## src/rtl/uart_arb_pkg.sv

```systemverilog
// Shared definitions for the two-requester UART transmit arbiter:
// line-lock state encoding and the line-feed character that ends a locked line.
package uart_arb_pkg;

  typedef enum logic [1:0] {
    IDLE  = 2'd0,
    LOCK0 = 2'd1,
    LOCK1 = 2'd2
  } arb_state_e;

  localparam logic [7:0] LF = 8'h0A;

endpackage

```

## src/rtl/uart_arb_fifo.sv

```systemverilog
// 8-bit synchronous FIFO, one per requester. FIFO_DEPTH must be a power of two
// so the read/write pointers wrap naturally at their bit width.
module uart_arb_fifo #(
  parameter int FIFO_DEPTH = 4
) (
  input  logic       clk,
  input  logic       rst,
  input  logic       push,
  input  logic [7:0] wdata,
  input  logic       pop,
  output logic [7:0] rdata,
  output logic       full,
  output logic       empty
);

  localparam int AW = $clog2(FIFO_DEPTH);

  logic [AW-1:0] wr_ptr_q, wr_ptr_d;
  logic [AW-1:0] rd_ptr_q, rd_ptr_d;
  logic [AW:0]   count_q, count_d;
  logic [7:0]    mem_q [FIFO_DEPTH];
  logic          do_push;
  logic          do_pop;

  assign full    = (count_q == (AW+1)'(FIFO_DEPTH));
  assign empty   = (count_q == '0);
  assign do_push = push & ~full;
  assign do_pop  = pop & ~empty;
  assign rdata   = mem_q[rd_ptr_q];

  // Pointer and occupancy update; push+pop together leaves the count alone.
  always_comb begin
    wr_ptr_d = wr_ptr_q;
    rd_ptr_d = rd_ptr_q;
    count_d  = count_q;
    if (do_push) begin
      wr_ptr_d = wr_ptr_q + AW'(1);
    end else begin
      wr_ptr_d = wr_ptr_q;
    end
    if (do_pop) begin
      rd_ptr_d = rd_ptr_q + AW'(1);
    end else begin
      rd_ptr_d = rd_ptr_q;
    end
    case ({do_push, do_pop})
      2'b10:   count_d = count_q + (AW+1)'(1);
      2'b01:   count_d = count_q - (AW+1)'(1);
      default: count_d = count_q;
    endcase
  end

  // Control state register.
  always_ff @(posedge clk or posedge rst) begin
    if (rst) begin
      wr_ptr_q <= '0;
      rd_ptr_q <= '0;
      count_q  <= '0;
    end else begin
      wr_ptr_q <= wr_ptr_d;
      rd_ptr_q <= rd_ptr_d;
      count_q  <= count_d;
    end
  end

  // Storage needs no reset: an entry is only read after it has been written.
  always_ff @(posedge clk) begin
    if (do_push) begin
      mem_q[wr_ptr_q] <= wdata;
    end
  end

endmodule

```

## src/rtl/uart_tx_arbiter.sv

```systemverilog
// Round-robin arbiter feeding one UART from a CPU and a monitor queue.
// Define UART_ARB_LINE_LOCK_EN to keep a requester's line together until LF.
module uart_tx_arbiter
  import uart_arb_pkg::*;
#(
  parameter int FIFO_DEPTH   = 4,
  parameter int LOCK_TIMEOUT = 1024
) (
  input  logic       clk,
  input  logic       rst,
  input  logic       req0_valid,
  input  logic [7:0] req0_char,
  output logic       req0_ready,
  input  logic       req1_valid,
  input  logic [7:0] req1_char,
  output logic       req1_ready,
  input  logic       uart_io_full,
  output logic [7:0] uart_io_char,
  output logic       uart_io_we,
  output logic       arb_owner,
  output logic       arb_busy,
  output logic       timeout_evt
);

  localparam int            CW      = $clog2(LOCK_TIMEOUT) + 1;
  localparam logic [CW-1:0] TO_LAST = CW'(LOCK_TIMEOUT - 1);

  arb_state_e    state_q, state_d;
  logic [CW-1:0] cnt_q, cnt_d;
  logic [7:0]    char_q, char_d;
  logic          we_q, we_d;
  logic          owner_q, owner_d;
  logic          evt_q, evt_d;

  logic       full0, full1, empty0, empty1;
  logic [7:0] rdata0, rdata1;
  logic       grant, grant_valid, pop, starve;
  logic [7:0] pop_char;

  uart_arb_fifo #(.FIFO_DEPTH(FIFO_DEPTH)) u_fifo0 (
    .clk   (clk),
    .rst   (rst),
    .push  (req0_valid),
    .wdata (req0_char),
    .pop   (pop & ~grant),
    .rdata (rdata0),
    .full  (full0),
    .empty (empty0)
  );

  uart_arb_fifo #(.FIFO_DEPTH(FIFO_DEPTH)) u_fifo1 (
    .clk   (clk),
    .rst   (rst),
    .push  (req1_valid),
    .wdata (req1_char),
    .pop   (pop & grant),
    .rdata (rdata1),
    .full  (full1),
    .empty (empty1)
  );

  assign req0_ready   = ~full0;
  assign req1_ready   = ~full1;
  assign uart_io_char = char_q;
  assign uart_io_we   = we_q;
  assign arb_owner    = owner_q;
  assign timeout_evt  = evt_q;
  assign arb_busy     = ~empty0 | ~empty1 | (state_q != IDLE);

  // Grant selection: a held lock pins the grant, otherwise alternate on contention.
  always_comb begin
    grant_valid = 1'b0;
    grant       = owner_q;
    case (state_q)
      LOCK0: begin
        grant_valid = ~empty0;
        grant       = 1'b0;
      end
      LOCK1: begin
        grant_valid = ~empty1;
        grant       = 1'b1;
      end
      IDLE: begin
        if (~empty0 && ~empty1) begin
          grant_valid = 1'b1;
          grant       = ~owner_q;
        end else if (~empty0) begin
          grant_valid = 1'b1;
          grant       = 1'b0;
        end else if (~empty1) begin
          grant_valid = 1'b1;
          grant       = 1'b1;
        end else begin
          grant_valid = 1'b0;
          grant       = owner_q;
        end
      end
      default: begin
        grant_valid = 1'b0;
        grant       = owner_q;
      end
    endcase
    pop      = grant_valid & ~uart_io_full;
    pop_char = grant ? rdata1 : rdata0;
  end

  // Output datapath: strobe and character follow a pop by one edge.
  always_comb begin
    we_d    = pop;
    char_d  = pop ? pop_char : char_q;
    owner_d = pop ? grant : owner_q;
  end

  // Line-lock machine. Without the lock macro IDLE is never left, so the
  // counter and timeout pulse stay at zero.
  always_comb begin
    state_d = state_q;
    cnt_d   = cnt_q;
    evt_d   = 1'b0;
    starve  = ((state_q == LOCK0) && empty0 && ~empty1) ||
              ((state_q == LOCK1) && empty1 && ~empty0);
    if (uart_io_full) begin
      state_d = state_q;
      cnt_d   = cnt_q;
    end else begin
      case (state_q)
        IDLE: begin
          cnt_d = '0;
          if (pop && (pop_char != LF)) begin
`ifdef UART_ARB_LINE_LOCK_EN
            state_d = grant ? LOCK1 : LOCK0;
`else
            state_d = IDLE;
`endif
          end else begin
            state_d = IDLE;
          end
        end
        LOCK0, LOCK1: begin
          if (pop) begin
            cnt_d   = '0;
            state_d = (pop_char == LF) ? IDLE : state_q;
          end else if (starve) begin
            if (cnt_q == TO_LAST) begin
              state_d = IDLE;
              evt_d   = 1'b1;
              cnt_d   = '0;
            end else begin
              cnt_d = cnt_q + CW'(1);
            end
          end else begin
            cnt_d = '0;
          end
        end
        default: begin
          state_d = IDLE;
          cnt_d   = '0;
        end
      endcase
    end
  end

  // Arbiter and output registers.
  always_ff @(posedge clk or posedge rst) begin
    if (rst) begin
      state_q <= IDLE;
      cnt_q   <= '0;
      char_q  <= 8'h00;
      we_q    <= 1'b0;
      owner_q <= 1'b1;
      evt_q   <= 1'b0;
    end else begin
      state_q <= state_d;
      cnt_q   <= cnt_d;
      char_q  <= char_d;
      we_q    <= we_d;
      owner_q <= owner_d;
      evt_q   <= evt_d;
    end
  end

endmodule

```

## config.mk

```make
export PLATFORM = sky130hd
export DESIGN_NAME = uart_tx_arbiter
export DESIGN_NICKNAME = d
export VERILOG_FILES = /design/src/rtl/uart_arb_pkg.sv /design/src/rtl/uart_arb_fifo.sv /design/src/rtl/uart_tx_arbiter.sv
export SDC_FILE = /design/constraint.sdc
export NUM_CORES = 1
export LEC_CHECK = 0
export CAP_MARGIN = 20
export CORE_MARGIN = 4
export CORE_UTILIZATION = 55
export DETAILED_ROUTE_END_ITERATION = 16
export PLACE_DENSITY = 0.76
export SYNTH_ARGS = -nofsm -noshare
export SYNTH_HDL_FRONTEND = slang
export SYNTH_HIERARCHICAL = 1
export SYNTH_SLANG_ARGS = --single-unit
export TNS_END_PERCENT = 100
```

## constraint.sdc

```tcl
create_clock -name clk -period 2.9 [get_ports clk]
set_input_delay 0.58 -clock clk [delete_from_list [all_inputs] [get_ports clk]]
set_output_delay 0.58 -clock clk [all_outputs]
set_load 0.03 [all_outputs]
```

==> out/results.tsv <==
metric	value	unit
cts.hold.buffers_added	0	
slowest_delay	0.60	ns
setup_tns	0	ns
rr_worst_depth	10	
ant_nets	0	
die-width	90.2	um
hp-class	in -> async	
clock_sinks	88	
io_pins	35	
grt-ovfl-total	0	
grt_usage	0.158	
fin_worst_skew	0.00821	ns
synth_area_per_cell	16.8	um2
cts_tree	done	
cp-end-kind	output port	
netlist_instances	221	
seqCellArea	2520	um2
grt_max_degree	17	
synth_area_leaders	edfxtp_1 (52%), dfrtp_1 (15%), mux4_2 (9.7%)	
place_congestion	0.788	
yosysUniqueCellTypes	32	
cp_max_fo	5	
rr_endpoint	u_fifo0/count_q[2]$_DFFE_PP0P_	
vias	1874	
synth_fa_ha_area_frac	0.0445	
synth_ff_type	edfxtp_1	
layout_min_cycle_time	2.49	ns
multi_input_area	1080	um2
areaGrowthSynthToFinish	17.0	%
ys_seq_area_frac	0.679	
synth_area	3710	um2
worst-slew-pin-transition	0.565	ns
synth_most_common_cell	edfxtp_1	
h-tree-depth	3	
max_freq	402	MHz
antenna_cells	0	
drv_cap	0	
p_per_area	1030	nW/um2
nFillCells	463	
ys_ff_latch	88	
hold_viol	0	
r2r_slack	0.42	ns
cp.arrival	1.91	ns
grt_pass1_vias	1916	
layout-drive-gt1-share	0.215	
cts_buffers	9	
drtPass1Iterations	4	
synth_top_family_by_area	multiplexers	
yosysWarnings	6	
port-buffer-count	33	
syn-num-nets	254	
p_leak	0.00161	uW
rows	29	
initialDrtViolationCount	88	
ys_top_cells_by_count	edfxtp_1 (64), dfrtp_1 (23), inv_1 (17)	
maxSlewViolCount	0	
synth.area.mux_share	0.110	
synth_compound_area_frac	0.0330	
initial_core_util	0.575	
grt_pass1_wl	9600	um
slowest_stage	clkdlybuf4s50_1	
ir_drop	0.586	mV
total_power	4490	uW
synthArstFlopShare	0.273	
hpwl	4130	um
antenna_found_initial	0	
critPathKind	reg -> out	
setup_viol_count_final	0	
vias_per_cell	5.48	
insertion_delay	0.35	ns
clkTransAtPathRegs	0.09	ns
wl_per_cell	16.7	um
synth-edff-count	64	
synth-xor-area-share	0.0283	
crit_required	2.32	ns
core	6460	um2
drc_errors	0	
postCtsSetupBuffers	0	
cp_cell_sequence	nor3_1 -> nand2_1 -> clkdlybuf4s50_1	
fin_nets	293	
relSlewSlack	0.623	
synth-simple-area-share	0.0724	
cts_buffer_depth	2	
cts_repair_resize_count	0	
synth_top_area_frac	0.517	
dieArea	8130	um2
final.period_utilization	0.858	
r2r-start	u_fifo1/count_q[0]$_DFFE_PP0P_	
die_height	90.2	um
status	completed	
cts-root-buf	clkbuf_8	
drt_wl_total	5720	um
rsz0062_at_grt	no	
cp-start-kind	flop	
yosysTopAreaCell	edfxtp_1	
critical path, delay by kind of cell, from the launching register on:
kind | cells | cell delay (ns)
buf+inv | 1 | 0.60
flops | 1 | 0.46
simple gates | 2 | 0.49
cells by family (layout without fill, tap and decap cells):
| logic type | count (synthesis) | in the layout |
|---|---|---|
| and+or+nand+nor | 42 | 42 |
| AOI/OAI and AO/OA | 20 | 20 |
| xor gates and xnor gates | 12 | 12 |
| other | 1 | 1 |
| adders and majority gates | 12 | 12 |
| muxes | 20 | 20 |
| DFF | 88 | 88 |
| buffers and inverters | 26 | 70 |
state kept, by name (all words and copies together) (netlist names):
signal,flops
u_fifo0/count_q,3
u_fifo1/mem_q,32
u_fifo0/mem_q,32
uart_io_we,1
u_fifo1/count_q,3
arb_owner,1
u_fifo1/wr_ptr_q,2
u_fifo1/rd_ptr_q,2
u_fifo0/wr_ptr_q,2
u_fifo0/rd_ptr_q,2
uart_io_char,8
power breakdown:
group          internal (uW)  leakage [uW]  switching (uW)
combinational            773      0.000634             734
clock                    495      0.000116             442
sequential              1730      0.000862             313
cell type report:
class,count,share of cell area
sequential,88,0.581
clock inverter,7,0.0236
clock buffer,9,0.0285
timing repair buffer,37,0.0829
inverter,17,0.0147
multi-input combinational,107,0.248
tap,77,0.0222
metrics by stage:
stage / hold slack (ns) / utilization / area (um2) / cells / worst slack, ns
after floorplan: 0.383 / - / 3710 / 221 / 0.503
after global placement: 0.512 / 0.638 / 4120 / 326 / 0.205
after detailed placement: 0.522 / 0.638 / 4120 / 326 / 0.158
after CTS: 0.523 / 0.673 / 4350 / 342 / 0.392
after global routing: 0.550 / 0.673 / 4350 / 342 / 0.200
final: 0.514 / 0.673 / 4350 / 342 / 0.412
metal layers:
metal,share of wire,global-route usage,routed length [um]
met4,0.015,0.0651,86
met2,0.47,0.231,2670
met5,0,0,0
met1,0.47,0.216,2700
met3,0.045,0.0543,260
cell usage in the layout (no fill, tap or decap), types with 3 or more instances in the layout:
master,synthesis,final
dfrtp_1,23,23
and2_2,9,9
inv_1,17,17
xor2_1,6,6
buf_4,1,4
clkdlybuf4s50_1,0,33
a31oi_1,8,8
edfxtp_1,64,64
nand3_1,8,8
xnor2_1,6,6
ha_1,10,10
nor2_1,12,12
clkbuf_8,0,9
nand2_1,3,3
mux4_2,16,16
o21ai_0,8,8
how the worst max path moves through the flow:
stage | depth (start not counted) | startpoint | slack (ns) | to
2_1_floorplan | 11 | u_fifo1/count_q[0]$_DFFE_PP0P_ | 0.50 | u_fifo0/count_q[2]$_DFFE_PP0P_
6_report | 3 | u_fifo1/count_q[0]$_DFFE_PP0P_ | 0.41 | arb_busy
4_1_cts | 3 | u_fifo1/count_q[0]$_DFFE_PP0P_ | 0.39 | arb_busy
3_3_place_gp | 11 | uart_io_full | 0.21 | u_fifo1/count_q[2]$_DFFE_PP0P_
3_5_place_dp | 11 | uart_io_full | 0.16 | u_fifo1/count_q[2]$_DFFE_PP0P_
5_1_grt | 12 | u_fifo0/count_q[0]$_DFFE_PP0P_ | 0.20 | u_fifo1/count_q[2]$_DFFE_PP0P_
No activity file was read; power rests on OpenSTA's default activity.
==> patch 1, RTL diff (same settings) <==
Build with the macro `UART_ARB_LINE_LOCK_EN` defined.
--- a/src/rtl/uart_tx_arbiter.sv
+++ b/src/rtl/uart_tx_arbiter.sv
@@ -1,5 +1,7 @@
 // Round-robin arbiter feeding one UART from a CPU and a monitor queue.
 // Define UART_ARB_LINE_LOCK_EN to keep a requester's line together until LF.
+`define UART_ARB_LINE_LOCK_EN
+
 module uart_tx_arbiter
   import uart_arb_pkg::*;
 #(
Behaviour: not the same (a bounded check fails within 4 cycles, from zero or initial values and one cycle with rst high).
==> patch 1 against the original RTL <==
Hold slack better by 0.016 ns. Highest routed layer unchanged. Total power up 18%. Clock power down 5.5%. Routed wire length up 39%. Largest cell class unchanged. Cell count up 35%. Worst setup slack worse by 0.23 ns. Largest power group unchanged. Final area up 23%. Register-to-register slack worse by 0.22 ns. Sequential cell count up 14. Synthesized area up 24%.
==> patch 1: results (changes against the original RTL) <==
status=finished clean (unchanged); sequential area share after synthesis=0.624 (was 0.679); FF-to-FF Start=state_q[0]$_DFFE_PP0P_ (was u_fifo1/count_q[0]$_DFFE_PP0P_); DP Area=5110 um^2 (was 4120 um^2); worst vdd ir=0.000427 V (was 0.000586 V); first-pass GRT wire length=13500 um (was 9600 um); Syn Nets=343 (was 254); setup slack, reg-to-reg=0.20 ns (was 0.42 ns); number of nets in the layout=391 (was 293); Detailed Place HPWL=5730 um (was 4130 um); # port buffers=34 (was 33); RR Endpoint=u_fifo1/count_q[2]$_DFFE_PP0P_ (was u_fifo0/count_q[2]$_DFFE_PP0P_); Yosys cell types=54 (was 32); vias in the first global route=2611 (was 1916); largest net degree at the start of global routing=22 (was 17); clock network power share=0.168 (was 0.209); met2 usage=0.279 (was 0.231); top post-synthesis cells by count=edfxtp_1 (64), dfrtp_1 (37), inv_1 (22) (was edfxtp_1 (64), dfrtp_1 (23), inv_1 (17)); Tot GR Track Use=0.178 (was 0.158); crit path from=u_fifo0/count_q[0]$_DFFE_PP0P_ (was u_fifo1/count_q[0]$_DFFE_PP0P_); Wirelength per Cell=17.2 um (was 16.7 um); ratio of cells with drive above 1 in the final layout=0.204 (was 0.215); Clk Latency, worst-skew pair=0.37 ns (was 0.35 ns); Mapped Cells=305 (was 221); Logic power comb=0.00213 W (was 0.00151 W); grt met1 use=0.245 (was 0.216); Cell Count, Final, Fillers Out=463 (was 342); vias per cell=5.55 (was 5.48); Top FF cell, synth=edfxtp_1 (unchanged); static leakage=2.08 nW (was 1.61 nW); Worst R2R Path Depth=12 (was 10); Int Pwr=0.00336 W (was 0.00300 W); max_slew headroom=0.632 (was 0.623); GR Util met3=0.0491 (was 0.0543); Synth area leaders=edfxtp_1 (42%), dfrtp_1 (20%), mux4_2 (7.8%) (was edfxtp_1 (52%), dfrtp_1 (15%), mux4_2 (9.7%)); worst hold margin=0.530 ns (was 0.514 ns); Synthesis Warnings=6 (unchanged); GP Congestion=0.853 (was 0.788); CP arrival=2.14 ns (was 1.91 ns)
[patch 1: cell count changes in the layout (fill, tap and decap cells not counted), moves of 4 or more]
cell,unedited run,this run
nand2b_1,0,4
ha_1,10,14
mux2i_1,2,10
nor2_1,12,18
buf_4,4,14
a21oi_1,1,14
nand3_1,8,3
o21ai_0,8,3
inv_8,1,5
dfrtp_1,23,37
inv_1,17,22
nand2_1,3,7
a31oi_1,8,4
[patch 1: cell type report]
type | instances | area [um^2]
sequential | 102 | 2870
inverter | 22 | 82.6
multi-input combinational | 170 | 1630
clock inverter | 7 | 73.8
clock buffer | 9 | 124
tap | 105 | 131
fill | 586 | 2820
timing repair buffer | 48 | 445
[patch 1: worst max-delay path, stage by stage (launching register included)]
cell and delay (ns):
dfrtp_1 0.48, nor3_1 0.51, nand3_1 0.16, clkdlybuf4s50_1 0.63
[patch 1: cell families (layout without fill, tap and decap cells)]
group                    after synthesis  in the layout  share of synthesized area
flip-flops                           102            102                      0.624
XOR/XNOR                              13             13                     0.0247
AND/OR/NAND/NOR                       70             70                      0.102
adder cells (fa/ha/maj)               17             17                     0.0494
multiplexers                          29             29                      0.109
buffers and inverters                 33             86                     0.0296
AO/OA/AOI/OAI                         41             41                     0.0616
[patch 1: timing repair]
action,in CTS,in global routing
setup endpoints to repair,0,2
gates resized for setup,0,4
setup buffers,0,4
[patch 1: per-stage QoR]
stage / setup TNS, ns / setup slack [ns] / power [W]
CTS: 0 / 0.106 / 0.00526
detailed placement: 0 / 0.106 / 0.00436
global placement: 0 / 0.152 / 0.00429
global route: 0 / 0.0126 / 0.00563
floorplan: -0.0358 / -0.0358 / 0.00372
finish: 0 / 0.183 / 0.00528
[patch 1: per-layer routing]
metal,up-vias,routed length [um]
li1,1228,-
met1,1273,3530
met2,57,3910
met3,10,413
met4,0,114
met5,-,0
==> patch 2, RTL diff (same flow settings) <==
Without the edit above. Make the reset (`rst`) synchronous in 2 clocked blocks.
--- a/src/rtl/uart_arb_fifo.sv
+++ b/src/rtl/uart_arb_fifo.sv
@@ -51,7 +51,7 @@
   end
 
   // Control state register.
-  always_ff @(posedge clk or posedge rst) begin
+  always_ff @(posedge clk) begin
     if (rst) begin
       wr_ptr_q <= '0;
       rd_ptr_q <= '0;
--- a/src/rtl/uart_tx_arbiter.sv
+++ b/src/rtl/uart_tx_arbiter.sv
@@ -161,7 +161,7 @@
   end
 
   // Arbiter and output registers.
-  always_ff @(posedge clk or posedge rst) begin
+  always_ff @(posedge clk) begin
     if (rst) begin
       state_q <= IDLE;
       cnt_q   <= '0;
Check against the original RTL: differs if rst is asserted again (counterexample within 4 cycles, from zero or initial values and one cycle with rst high); with rst held inactive, the same outputs for 4 cycles.
==> patch 2 against the original RTL <==
Sequential cell count is 4 higher. Sequential share of layout area decreased by 1.3 points. Synthesized cell count grew 15%. Synthesized area increased by 1.6%. Total power is 17% lower. Routed wire length up 8.4%. Clock skew decreased by 0.0011 ns. Worst setup slack got worse by 0.18 ns. Final area grew 0.60%. Clock power down 11%. Critical endpoint is now u_fifo0/count_q[2]$_SDFFE_PP0P_.
==> patch 2: results (changes against the original RTL) <==
Yosys cell types=31 (was 32); H-Tree Level Count=3 (unchanged); vias in the first global route=2083 (was 1916); CP Launch Type=flip-flop (unchanged); final WL=6200 um (was 5720 um); sequential area share after synthesis=0.658 (was 0.679); setup slack, reg-to-reg=0.24 ns (was 0.42 ns); first-pass GRT wire length=10200 um (was 9600 um); FF-to-FF Start=u_fifo1/count_q[1]$_SDFFE_PP0P_ (was u_fifo1/count_q[0]$_DFFE_PP0P_); Ant. Diodes=0 (unchanged); static leakage=1.49 nW (was 1.61 nW); Synth area leaders=edfxtp_1 (51%), dfxtp_1 (15%), mux4_2 (9.5%) (was edfxtp_1 (52%), dfrtp_1 (15%), mux4_2 (9.7%)); ratio of cells with drive above 1 in the final layout=0.155 (was 0.215); status=finished clean (unchanged); DRT iter0 DRCs=103 (was 88); Worst-Margin Slew=0.563 ns (was 0.565 ns); largest net degree at the start of global routing=18 (was 17); CTS buffer count=9 (unchanged); CP arrival=2.94 ns (was 1.91 ns); Clk Latency, worst-skew pair=0.36 ns; Detailed Place HPWL=4480 um (was 4130 um); RR Endpoint=u_fifo0/count_q[2]$_SDFFE_PP0P_ (was u_fifo0/count_q[2]$_DFFE_PP0P_); GP Congestion=0.764 (was 0.788); Mapped Cells=254 (was 221); Max clock buf depth=2 (unchanged); Placed Cells=357 (was 326); # port buffers=33 (unchanged); Hold Path Sink=uart_io_char[0]$_SDFFE_PP0P_; initial antenna violation count=0 (unchanged); number of nets in the layout=324 (was 293); Tot GR Track Use=0.162 (was 0.158); clk_skew=0.00716 ns (was 0.00821 ns); Gates resized, CTS repair=0 (unchanged); Post-synth EDFFs=64 (unchanged); asr flop ratio synth=0 (was 0.273); DRT Pass-1 Iters=4 (unchanged); vias per cell=5.49 (was 5.48); worst vdd ir=0.000876 V (was 0.000586 V); Hold WC Path Type=reg2reg (was in2async); Syn Nets=287 (was 254); Reg clk slew, reported paths=0.09 ns (about the same); cell depth of the worst hold path=2; CTS Root Cell=clkbuf_8 (unchanged); Critical Path Fanout Max=6 (was 5); Wirelength per Cell=16.6 um (was 16.7 um); Synthesis Warnings=6 (unchanged); setup bufs post-CTS=0 (unchanged); Hold Startpoint=uart_io_char[0]$_SDFFE_PP0P_; top post-synthesis cells by count=edfxtp_1 (64), dfxtp_1 (28), nor2_1 (21) (was edfxtp_1 (64), dfrtp_1 (23), inv_1 (17)); Worst R2R Path Depth=11 (was 10)
==> patch 2: cell types whose count changed after synthesis, moves of 8 or more <==
cell      unedited run  this run
a21oi_1              1         9
a311oi_1             0         8
a31oi_1              8         0
and2_1               0         9
and2_2               9         0
dfrtp_1             23         0
dfxtp_1              0        28
nor2_1              12        21
==> patch 2: through the flow <==
step	instance area, um^2	hold WS [ns]	total power [W]	setup slack, ns	TNS [ns]
6_report	4370	0.505	0.00370	0.236	0
5_1_grt	4370	0.537	0.00395	0.0850	0
4_1_cts	4370	0.509	0.00374	0.243	0
3_5_place_dp	4170	0.497	0.00291	-0.0630	-0.0972
3_3_place_gp	4170	0.466	0.00288	0.0222	0
2_1_floorplan	3770	0.459	0.00254	0.409	0
==> patch 2: worst max-delay path by stage <==
stage / depth (start not counted) / slack (ns) / to
after floorplan: 11 / 0.41 / u_fifo1/count_q[2]$_SDFFE_PP0P_
after global placement: 11 / 0.02 / u_fifo1/count_q[2]$_SDFFE_PP0P_
after detailed placement: 11 / -0.06 / u_fifo1/count_q[2]$_SDFFE_PP0P_
after CTS: 11 / 0.24 / u_fifo0/count_q[2]$_SDFFE_PP0P_
after global routing: 11 / 0.08 / u_fifo0/count_q[2]$_SDFFE_PP0P_
final: 11 / 0.24 / u_fifo0/count_q[2]$_SDFFE_PP0P_
==> patch 2: logic make-up (layout without fill, tap and decap cells) <==
group	after synthesis	count (layout)	synth area share
DFF	92	92	0.658
AOI/OAI and AO/OA	35	35	0.0607
and+or+nand+nor	60	60	0.0869
adders and majority gates	12	12	0.0438
xor gates and xnor gates	6	6	0.0139
other	1	1	0.000994
muxes	18	18	0.101
buffers and inverters	30	72	0.0351
==> patch 2: worst max-delay path, cell delays in order (launching register included) <==
cell	delay (ns)
dfxtp_1	0.38
nor3_2	0.41
or2_1	0.23
and3_4	0.22
o31ai_2	0.08
inv_1	0.07
ha_1	0.17
inv_1	0.06
fa_1	0.37
xor2_1	0.15
or3_1	0.31
a21oi_1	0.14
==> patch 2: metal layers <==
| layer | up-vias | global-route usage | routed length [um] |
|---|---|---|---|
| li1 | 1007 | - | - |
| met1 | 997 | 0.221 | 2920 |
| met2 | 33 | 0.250 | 2960 |
| met3 | 9 | 0.0450 | 228 |
| met4 | 0 | 0.0641 | 95 |
| met5 | - | 0 | 0 |
==> patch 2: cell type report <==
type                    instances  area [um^2]
clock buffers                   9          124
clock inverters                 7         76.3
fillers                       473         2120
inverters                      18         67.6
multi-input cells             132         1160
flip-flops and latches         92         2480
well taps                      77         96.3
repair buffers                 38          368
==> patch 2: where the power goes <==
part           internal, W  switching (W)
sequential         0.00158       0.000162
clock             0.000402       0.000430
combinational     0.000504       0.000621
